===== src/rtl/mix_pkg.sv =====
// -----------------------------------------------------------------------------
// mix_pkg
// Shared constants and helpers for the output mixing accumulator.
//   MAX_BUS    : largest supported number of accumulation buses
//   SEL_W_MAX  : bus-select width needed for MAX_BUS buses
//   sat_limit  : signed saturation limit (most positive or most negative)
//                of a given width, returned sign-extended to 64 bits
// -----------------------------------------------------------------------------
package mix_pkg;

    localparam int MAX_BUS   = 8;
    localparam int SEL_W_MAX = $clog2(MAX_BUS);

    // neg=0 gives 2^(width-1)-1, neg=1 gives -2^(width-1)
    function automatic logic signed [63:0] sat_limit(input int width, input logic neg);
        logic signed [63:0] one_hot;
        one_hot = 64'sd1 <<< (width - 1);
        if (neg) begin
            return -one_hot;
        end
        return one_hot - 64'sd1;
    endfunction

endpackage


===== src/rtl/sat_trunc.sv =====
// -----------------------------------------------------------------------------
// sat_trunc
// Combinational signed saturator from IN_W bits down to OUT_W bits.
// Ports:
//   in_i   [IN_W-1:0]  signed input value
//   out_o  [OUT_W-1:0] input clamped to the OUT_W signed range
//   clip_o             high when the input was outside the OUT_W range
// When IN_W <= OUT_W the value always fits and is simply sign-extended.
// -----------------------------------------------------------------------------
module sat_trunc
    import mix_pkg::*;
#(
    parameter int IN_W  = 16,
    parameter int OUT_W = 8
) (
    input  logic [IN_W-1:0]  in_i,
    output logic [OUT_W-1:0] out_o,
    output logic             clip_o
);

    generate
        if (IN_W > OUT_W) begin : g_narrow
            localparam logic signed [63:0] HI = sat_limit(OUT_W, 1'b0);
            localparam logic signed [63:0] LO = sat_limit(OUT_W, 1'b1);

            // The value fits exactly when every bit above the OUT_W sign bit
            // is a copy of the input sign bit.
            logic fits;
            assign fits = (in_i[IN_W-1:OUT_W-1] == {(IN_W-OUT_W+1){in_i[IN_W-1]}});

            always_comb begin
                out_o  = in_i[OUT_W-1:0];
                clip_o = 1'b0;
                if (!fits) begin
                    clip_o = 1'b1;
                    out_o  = in_i[IN_W-1] ? LO[OUT_W-1:0] : HI[OUT_W-1:0];
                end
            end
        end else begin : g_wide
            assign out_o  = {{(OUT_W-IN_W){in_i[IN_W-1]}}, in_i};
            assign clip_o = 1'b0;
        end
    endgenerate

endmodule


===== src/rtl/mix_bus_accum.sv =====
// -----------------------------------------------------------------------------
// mix_bus_accum
// Saturating multi-bus mixing accumulator with a valid/ready output register.
// Ports:
//   clk_i, rst_ni          clock, asynchronous active-low reset
//   prod_i [PROD_W]        signed multiplier product
//   accum_en_i             add scaled product to bus bus_sel_i
//   accum_rst_i            clear all buses (beats accum_en_i)
//   bus_sel_i [SEL_W]      target bus; values >= N_BUS are ignored
//   commit_i               load saturated sum of all buses into output
//   out_ready_i            downstream accepts out_data_o
//   bus_q_o                registered buses, bus k at [k*DATA_W +: DATA_W]
//   out_data_o [DATA_W]    signed output sample
//   out_valid_o            out_data_o holds an untransferred sample
//   clip_o [N_BUS+1]       sticky clip flags, bit N_BUS is the mix sum
//   clip_clr_i             clear clip_o and overrun_o
//   overrun_o              sticky: an unsent sample was overwritten
// -----------------------------------------------------------------------------
module mix_bus_accum
    import mix_pkg::*;
#(
    parameter  int N_BUS    = 2,
    parameter  int DATA_W   = 14,
    parameter  int PROD_W   = 40,
    parameter  int PROD_LSB = 8,
    localparam int SEL_W    = (N_BUS > 1) ? $clog2(N_BUS) : 1
) (
    input  logic                    clk_i,
    input  logic                    rst_ni,
    input  logic [PROD_W-1:0]       prod_i,
    input  logic                    accum_en_i,
    input  logic                    accum_rst_i,
    input  logic [SEL_W-1:0]        bus_sel_i,
    input  logic                    commit_i,
    input  logic                    out_ready_i,
    output logic [N_BUS*DATA_W-1:0] bus_q_o,
    output logic [DATA_W-1:0]       out_data_o,
    output logic                    out_valid_o,
    output logic [N_BUS:0]          clip_o,
    input  logic                    clip_clr_i,
    output logic                    overrun_o
);

    localparam int TERM_W = PROD_W - PROD_LSB;
    localparam int MIX_W  = DATA_W + SEL_W;

    logic [DATA_W-1:0] bus_q [N_BUS];
    logic [DATA_W-1:0] term;
    logic              term_clip;
    logic [DATA_W-1:0] sel_bus;
    logic [DATA_W:0]   add_wide;
    logic [DATA_W-1:0] add_sat;
    logic              add_clip;
    logic [MIX_W-1:0]  mix_wide;
    logic [DATA_W-1:0] mix_sat;
    logic              mix_clip;
    logic              sel_valid;
    logic              do_acc;
    logic [N_BUS:0]    clip_set;
    logic              transfer;

    // Bits below PROD_LSB are fractional and intentionally discarded.
    generate
        if (PROD_LSB > 0) begin : g_frac
            logic unused_frac;
            assign unused_frac = ^prod_i[PROD_LSB-1:0];
        end
    endgenerate

    sat_trunc #(.IN_W(TERM_W), .OUT_W(DATA_W)) u_term_sat (
        .in_i   (prod_i[PROD_W-1:PROD_LSB]),
        .out_o  (term),
        .clip_o (term_clip)
    );

    assign sel_valid = ({1'b0, bus_sel_i} < (SEL_W+1)'(N_BUS));
    assign do_acc    = accum_en_i && !accum_rst_i && sel_valid;
    assign transfer  = out_valid_o && out_ready_i;

    // Mux out the selected bus with an explicit compare so that an
    // out-of-range select never indexes past the array.
    always_comb begin
        sel_bus = '0;
        for (int k = 0; k < N_BUS; k++) begin
            if (bus_sel_i == SEL_W'(k)) begin
                sel_bus = bus_q[k];
            end
        end
    end

    assign add_wide = {sel_bus[DATA_W-1], sel_bus} + {term[DATA_W-1], term};

    sat_trunc #(.IN_W(DATA_W+1), .OUT_W(DATA_W)) u_add_sat (
        .in_i   (add_wide),
        .out_o  (add_sat),
        .clip_o (add_clip)
    );

    // Mix uses the registered bus values, so a same-cycle accumulate or
    // clear does not leak into the committed sample.
    always_comb begin
        mix_wide = '0;
        for (int k = 0; k < N_BUS; k++) begin
            mix_wide = mix_wide + {{SEL_W{bus_q[k][DATA_W-1]}}, bus_q[k]};
        end
    end

    sat_trunc #(.IN_W(MIX_W), .OUT_W(DATA_W)) u_mix_sat (
        .in_i   (mix_wide),
        .out_o  (mix_sat),
        .clip_o (mix_clip)
    );

    always_comb begin
        clip_set = '0;
        for (int k = 0; k < N_BUS; k++) begin
            if (do_acc && (bus_sel_i == SEL_W'(k))) begin
                clip_set[k] = term_clip || add_clip;
            end
        end
        clip_set[N_BUS] = commit_i && mix_clip;
    end

    generate
        for (genvar k = 0; k < N_BUS; k++) begin : g_pack
            assign bus_q_o[k*DATA_W +: DATA_W] = bus_q[k];
        end
    endgenerate

    // Bus registers: clear has priority over accumulate.
    always_ff @(posedge clk_i or negedge rst_ni) begin
        if (!rst_ni) begin
            for (int k = 0; k < N_BUS; k++) begin
                bus_q[k] <= '0;
            end
        end else if (accum_rst_i) begin
            for (int k = 0; k < N_BUS; k++) begin
                bus_q[k] <= '0;
            end
        end else if (do_acc) begin
            for (int k = 0; k < N_BUS; k++) begin
                if (bus_sel_i == SEL_W'(k)) begin
                    bus_q[k] <= add_sat;
                end
            end
        end
    end

    // Output sample register and handshake. A commit always loads; the
    // old sample is lost (overrun) only if it could not transfer this cycle.
    always_ff @(posedge clk_i or negedge rst_ni) begin
        if (!rst_ni) begin
            out_data_o  <= '0;
            out_valid_o <= 1'b0;
        end else if (commit_i) begin
            out_data_o  <= mix_sat;
            out_valid_o <= 1'b1;
        end else if (transfer) begin
            out_valid_o <= 1'b0;
        end
    end

    // Sticky flags: a set event in the same cycle as a clear wins.
    always_ff @(posedge clk_i or negedge rst_ni) begin
        if (!rst_ni) begin
            clip_o    <= '0;
            overrun_o <= 1'b0;
        end else begin
            clip_o    <= (clip_clr_i ? '0 : clip_o) | clip_set;
            overrun_o <= (clip_clr_i ? 1'b0 : overrun_o)
                         | (commit_i && out_valid_o && !out_ready_i);
        end
    end

endmodule


===== config.mk =====
export PLATFORM = sky130hd
export DESIGN_NAME = mix_bus_accum
export DESIGN_NICKNAME = d
export VERILOG_FILES = /design/src/rtl/mix_pkg.sv /design/src/rtl/sat_trunc.sv /design/src/rtl/mix_bus_accum.sv
export SDC_FILE = /design/constraint.sdc
export NUM_CORES = 1
export LEC_CHECK = 0
export CORE_UTILIZATION = 35
export CTS_CLUSTER_SIZE = 40
export DETAILED_ROUTE_END_ITERATION = 12
export HOLD_SLACK_MARGIN = 0.02
export PLACE_DENSITY = 0.67
export SYNTH_ARGS = -nofsm -noshare
export SYNTH_HDL_FRONTEND = slang
export SYNTH_SLANG_ARGS = --single-unit
export TNS_END_PERCENT = 100

===== constraint.sdc =====
create_clock -name clk_i -period 3.65 [get_ports clk_i]
set_input_delay 0.73 -clock clk_i [delete_from_list [all_inputs] [get_ports clk_i]]
set_output_delay 0.73 -clock clk_i [all_outputs]
set_load 0.01 [all_outputs]

* Yosys cells after proc, flatten, opt, wreduce, memory -nomap -nowiden *
Index checks and enable logic that the tools add are counted.

cells by class
  add/subtract/negate cells = 2
  equality and inequality tests = 4
  multiplexer cells = 20
  bitwise logic cells = 3
  reductions and logical operators = 15

operator list
  kind                  number
  $mux W14              9
  $mux W28              2
  $add A14 B14 Y15      2
  $eq A18 B18 Y1        1
  $mux W1               8
  $logic_and A1 B1 Y1   7
  $reduce_bool A2 Y1    3
  $reduce_and A2 Y1     2
  $mux W3               1
  $or A3 B3 Y3          1
  $eq A1 B1 Y1          2
  $logic_not A1 Y1      2
  $ne A2 B2 Y1 const B  1
  $logic_or A1 B1 Y1    1
  $not A1 Y1            1
  $or A1 B1 Y1          1

word-level totals
  register bits = 47
  bits of input ports = 48
  output and inout port bits = 47
  word-level logic and storage cells = 50

* Depth between registers and ports, before layout *
  word-level depth = 8
  gate-level depth with buffers = 22
  depth with buffers taken out = 20

* By module *
A second synthesis with hierarchy kept.

second synthesis, totals
  cell total of the unflattened synthesis = 486
  area total of the unflattened synthesis = 4060.1 um^2

by module, submodules not included
  module                     times used  cells each  area an instance (um^2)  sequential area each (um^2)
  mix_bus_accum              1           370         3347.0                   1176.1
  sat_trunc (u_add_sat ...)  2           34          188.9                    0.0
  sat_trunc (u_term_sat)     1           48          335.3                    0.0

* Worst setup path after synthesis *
OpenSTA, ideal clock, no wires.

  path kind = input -> register
  start = in prod_i[31]
  end = reg bus_q, in the netlist bus_q_o[16]
  library setup time = 132 ps
  data arrival time = 4579 ps
  required time = 3518 ps
  path slack = -1061 ps
  cell stages on the path = 22
  path buffers = 3
  path through = nor4_1 -> nand2_1 -> nor4_1 -> o22ai_1 -> nand2b_1 -> clkbuf_1 -> o21ai_0 -> ha_1 -> a21o_1 -> a21o_1 -> a21oi_1 -> a31oi_1 -> o21ai_0 -> nand2b_1 -> xor2_1 -> ha_1 -> clkbuf_1 -> clkinv_1 -> o22a_1 -> buf_2 -> a22oi_1 -> nor2_1

on the way
  word-level cells in the longest chain between the ends = 8
  elaborated cells on any way between the ends = 9
  classes of those cells = 1 x add/sub; 2 x eq/ne; 6 x mux

RTL lines
  element                                          RTL line                          source
  from (decl)                                      mix_bus_accum.sv:30               input logic [PROD_W-1:0] prod_i,
  $eq A18 B18 Y1 *                                 sat_trunc.sv:29                   assign fits = (in_i[IN_W-1:OUT_W-1] == {(IN_W-OUT_W+1){in_i[IN_W-1]}});
  $mux W14 *                                       sat_trunc.sv:34                   if (!fits) begin
  $add A14 B14 Y15 *                               mix_bus_accum.sv:91               assign add_wide = {sel_bus[DATA_W-1], sel_bus} + {term[DATA_W-1], term};
  $mux W14 / $eq A1 B1 Y1 (equally long branches)  sat_trunc.sv:36, sat_trunc.sv:29
  $mux W14 *                                       sat_trunc.sv:34
  $mux W14 *                                       mix_bus_accum.sv:142              if (bus_sel_i == SEL_W'(k)) begin
  $mux W28 *                                       mix_bus_accum.sv:140              end else if (do_acc) begin
  $mux W28 *                                       mix_bus_accum.sv:136              end else if (accum_rst_i) begin
  to (signal, indexed assignment)                  mix_bus_accum.sv:143              bus_q[k] <= add_sat;
  to (decl)                                        mix_bus_accum.sv:47               logic [DATA_W-1:0] bus_q [N_BUS];

Mark *: on every way between the ends. The rest lies on a longest branch, timed or not. The select of a mux whose other input is x is not followed.
A chain may end at the register's enable or synchronous reset.

* Worst setup path in the final report *
  start = in prod_i[31]
  end = reg bus_q, in the netlist bus_q_o[2]

Same word-level chain as after synthesis.

==> metrics.log <==
[metrics] Max stage delay cell, worst path: sky130_fd_sc_hd__ha_1
[metrics] placed cell area: 0.00520 mm2
[metrics] Synthesized Nets: 539
[metrics] clock tree sinks: 47
[metrics] type of the worst min-delay path: reg2reg
[metrics] Crit path required time: 3830 ps
[metrics] worst-path cell chain: clkdlybuf4s15_1 > nor4_4 > nand2_1 > nor4_2 > o22ai_2 > nand2b_1 > buf_6 > o21ai_2 > ha_1 > a21o_1 > a21o_1 > a21oi_2 > a31oi_2 > o21ai_1 > nand2b_1 > xor2_2 > ha_4 > nand4_1 > o22a_4 > a22oi_2 > nor2_1
[metrics] Clk Latency, worst-skew pair: 310 ps
[metrics] share of synthesized flip-flops with an asynchronous set or reset: 1.00
[metrics] PD cells: 514 mW/mm2
[metrics] fill count: 958
[metrics] final-report setup violation count: 28
[metrics] Synth-to-Final Area Change: 53.9%
[metrics] type of origin of the critical path: input pin
[metrics] clock period minus worst slack: 4030 ps
[metrics] core area: 0.0104 mm2
[metrics] GPL Wtd Cong: 0.830
[metrics] most frequent cell after synthesis: sky130_fd_sc_hd__o21ai_0
[metrics] Netlist Area Pre-Place: 0.00375 mm2
[metrics] utilization after layout: 0.557
[metrics] IR drop worst, VDD: 0.279 mV
[metrics] DRC violations left: 0
[metrics] residual overflow from global routing: 0
[metrics] largest area contributor in the netlist: sky130_fd_sc_hd__dfrtp_1
[metrics] kind of end point of the critical path: register
[metrics] Clock Tree Buf Depth: 2
[metrics] maximum achievable frequency: 248 MHz
[metrics] Clock H-tree levels: 2
[metrics] Period Utilization, post-route: 1.11
[metrics] violated checks: negative setup slack
[metrics] post-placement worst setup slack: -1420 ps
[metrics] cell area after layout: 0.00577 mm2
[metrics] Syn Area/Cell: 8.18 um2
[metrics] Crit path arrival time: 4210 ps
[metrics] Vias: 3903
[metrics] slowest cell delay on critical path: 330 ps
[metrics] layout cell share with drive strength beyond 1: 0.285
[metrics] Yosys warning total: 0
[metrics] CTS buffer count: 5
[metrics] Slew Viols, Final: 0
[metrics] worst reg-to-reg path cell count: 14
[metrics] worst setup slack after layout: -385 ps
[metrics] cell count along the critical path: 21
[metrics] ratio of routed vias to standard cells: 5.20
[metrics] share of synthesized area occupied by flip-flops and latches: 0.313
[metrics] unrepaired setup endpoints after global routing: true
[metrics] Antenna Cells: 0
[metrics] post-DR wirelength/cell: 14.9 um
[metrics] Least-Margin Pin Slew: 1010 ps
[metrics] synth top area cells: sky130_fd_sc_hd__dfrtp_1 31%, sky130_fd_sc_hd__ha_1 10%, sky130_fd_sc_hd__o21ai_0 6.4%
[metrics] buffers added on ports: 86
[metrics] number of search-and-repair iterations in the first detailed-routing pass: 4
[metrics] top cell types by occurrence after synthesis: 48 x sky130_fd_sc_hd__o21ai_0, 47 x sky130_fd_sc_hd__dfrtp_1, 45 x sky130_fd_sc_hd__inv_1
[metrics] remaining antenna violation count after routing: 0
[metrics] final hold violation count: 0
[metrics] post-synthesis sequential element count: 47
[metrics] CTS tree: done
[metrics] Sum Neg Setup Slack: -9120 ps
[metrics] tightest hold margin: 507 ps
[metrics] DIE WIDTH: 106 um
[metrics] total leakage power: 0.00268 uW
[metrics] Buf+Inv Stages, Crit Path: 2
[metrics] unique cell type count in the Yosys netlist: 53
[metrics] sum of routed wire length over all layers: 11200 um
[metrics] clock transition at the registers of the reported paths: 100 ps
[metrics] fraction of post-synthesis cell area in the top cell type by area: 0.313
[metrics] via count of the first global-routing pass: 3868
[metrics] count of maximum capacitance violations: 0
[metrics] maximum number of pins on one net before global-route repair: 48
[metrics] final net count: 693
[metrics] DP Wirelength: 8710 um
[metrics] number of enable flip-flop cells after synthesis: 0
[metrics] top flip-flop cell by instance count after synthesis: sky130_fd_sc_hd__dfrtp_1
[metrics] standard-cell row count: 37
[metrics] root buffer cell: sky130_fd_sc_hd__clkbuf_8
[metrics] total I/O pin count: 95
[metrics] remaining max-slew budget at the tightest pin: 0.325
[metrics] CP Max Fanout: 8
[metrics] first-pass GRT wire length: 18100 um
[metrics] kind of cell adding the most delay to the critical path: compound AO/OA/AOI/OAI gates
[metrics] Clock Skews: 13.4 ps
[metrics] initial antenna violation count: 0
[metrics] kind of critical path: in2reg
[metrics] Initial Util: 0.362
[metrics] Iteration-0 DRC Markers: 110
[metrics] result of the run: finished with violations
[metrics] height of the die: 106 um
[metrics] worst hold stages: 1
[metrics] Cells after Synth: 459
[metrics] area of the die: 0.0111 mm2
[metrics] combined global-route utilization of all metal layers: 0.201
-- stage by stage --
step | total power [uW] | instances
final | 2970 | 750
after CTS | 2800 | 742
after detailed placement | 2210 | 722
after global placement | 2180 | 722
after floorplan | 1590 | 459
after global routing | 3160 | 750
-- layer usage --
metal / up-vias / GRT usage / share of wire / wire length (um)
li1: 1959 / - / - / -
met1: 1814 / 0.246 / 0.42 / 4730
met2: 108 / 0.367 / 0.51 / 5730
met3: 22 / 0.0241 / 0.041 / 461
met4: 0 / 0.0645 / 0.025 / 279
met5: - / 0 / 0 / 0
-- cell usage in the layout (no fill, tap or decap), types with 5 or more instances in the layout --
cell type and count:
sky130_fd_sc_hd__ha_1 28, sky130_fd_sc_hd__xnor2_1 11, sky130_fd_sc_hd__a21oi_2 15, sky130_fd_sc_hd__nor2b_1 8, sky130_fd_sc_hd__nand2_1 28, sky130_fd_sc_hd__dfrtp_1 47, sky130_fd_sc_hd__o22ai_1 13, sky130_fd_sc_hd__a21oi_1 23
sky130_fd_sc_hd__buf_6 12, sky130_fd_sc_hd__nor3_1 5, sky130_fd_sc_hd__buf_2 5, sky130_fd_sc_hd__clkbuf_8 5, sky130_fd_sc_hd__o21ai_1 7, sky130_fd_sc_hd__buf_4 71, sky130_fd_sc_hd__inv_1 45, sky130_fd_sc_hd__nand4_1 5
sky130_fd_sc_hd__o21ai_2 8, sky130_fd_sc_hd__a21oi_4 5, sky130_fd_sc_hd__a21o_1 14, sky130_fd_sc_hd__nor2_1 34, sky130_fd_sc_hd__nand3_1 14, sky130_fd_sc_hd__clkdlybuf4s50_1 66, sky130_fd_sc_hd__mux2_2 12, sky130_fd_sc_hd__xor2_1 7
sky130_fd_sc_hd__dlygate4sd2_1 7, sky130_fd_sc_hd__o21ai_0 35
-- sequential cells by signal, indices dropped and copies added, names as in the netlist --
name / flops
clip_o: 3
out_data_o: 14
out_valid_o: 1
overrun_o: 1
bus_q_o: 28
-- cell families (layout without fill, tap and decap cells) --
logic type,Yosys count,after routing,synth area share
xor+xnor,19,19,0.0443
fa+ha+maj,32,32,0.111
simple gates,122,122,0.152
mux,13,13,0.0387
buf+inv,65,219,0.0694
flops,47,47,0.313
compound gates,161,162,0.271
-- worst paths after layout --
kind                            start     endpoint  slack, ps
max in group asynchronous      rst_ni  bus_q_o[10]       2430
setup / recovery           prod_i[31]   bus_q_o[2]       -380
min in group asynchronous      rst_ni   bus_q_o[4]        590
hold reg to reg             overrun_o    overrun_o        510
hold / removal              overrun_o    overrun_o        510
setup reg to reg           bus_q_o[3]   bus_q_o[2]        440
-- power by group --
part / internal (uW) / total [uW] / switching [uW]
Combinational: 916 / 1840 / 923
Sequential: 637 / 736 / 98.8
Clock: 206 / 393 / 187
Total: 1760 / 2970 / 1210
-- repair_timing --
action | CTS | global route
hold buffers | 0 | 0
gates cloned | 1 | 1
resized for setup | 87 | 47
setup endpoints to repair | 30 | 30
pin swaps | 35 | 17
endpoints found under the hold margin | 0 | 0
setup buffers | 12 | 7
-- worst reg2reg max path, delay by kind of cell, from the launching register on --
kind	cells	cell delay, ps
adders and majority gates	2	620
xor gates and xnor gates	1	170
AOI/OAI and AO/OA	7	1220
DFF	1	440
and+or+nand+nor	3	320
muxes	1	300
-- area by class of cell --
type,instances,area (um2),share of cell area
clock buffer,5,68.8,0.0119
tap,136,170,0.0295
sequential,47,1180,0.204
timing repair buffer,165,1460,0.253
inverter,46,185,0.0321
clock inverter,3,46.3,0.00802
multi-input combinational,348,2670,0.462
Note: power is estimated with default switching activity, not from simulation.
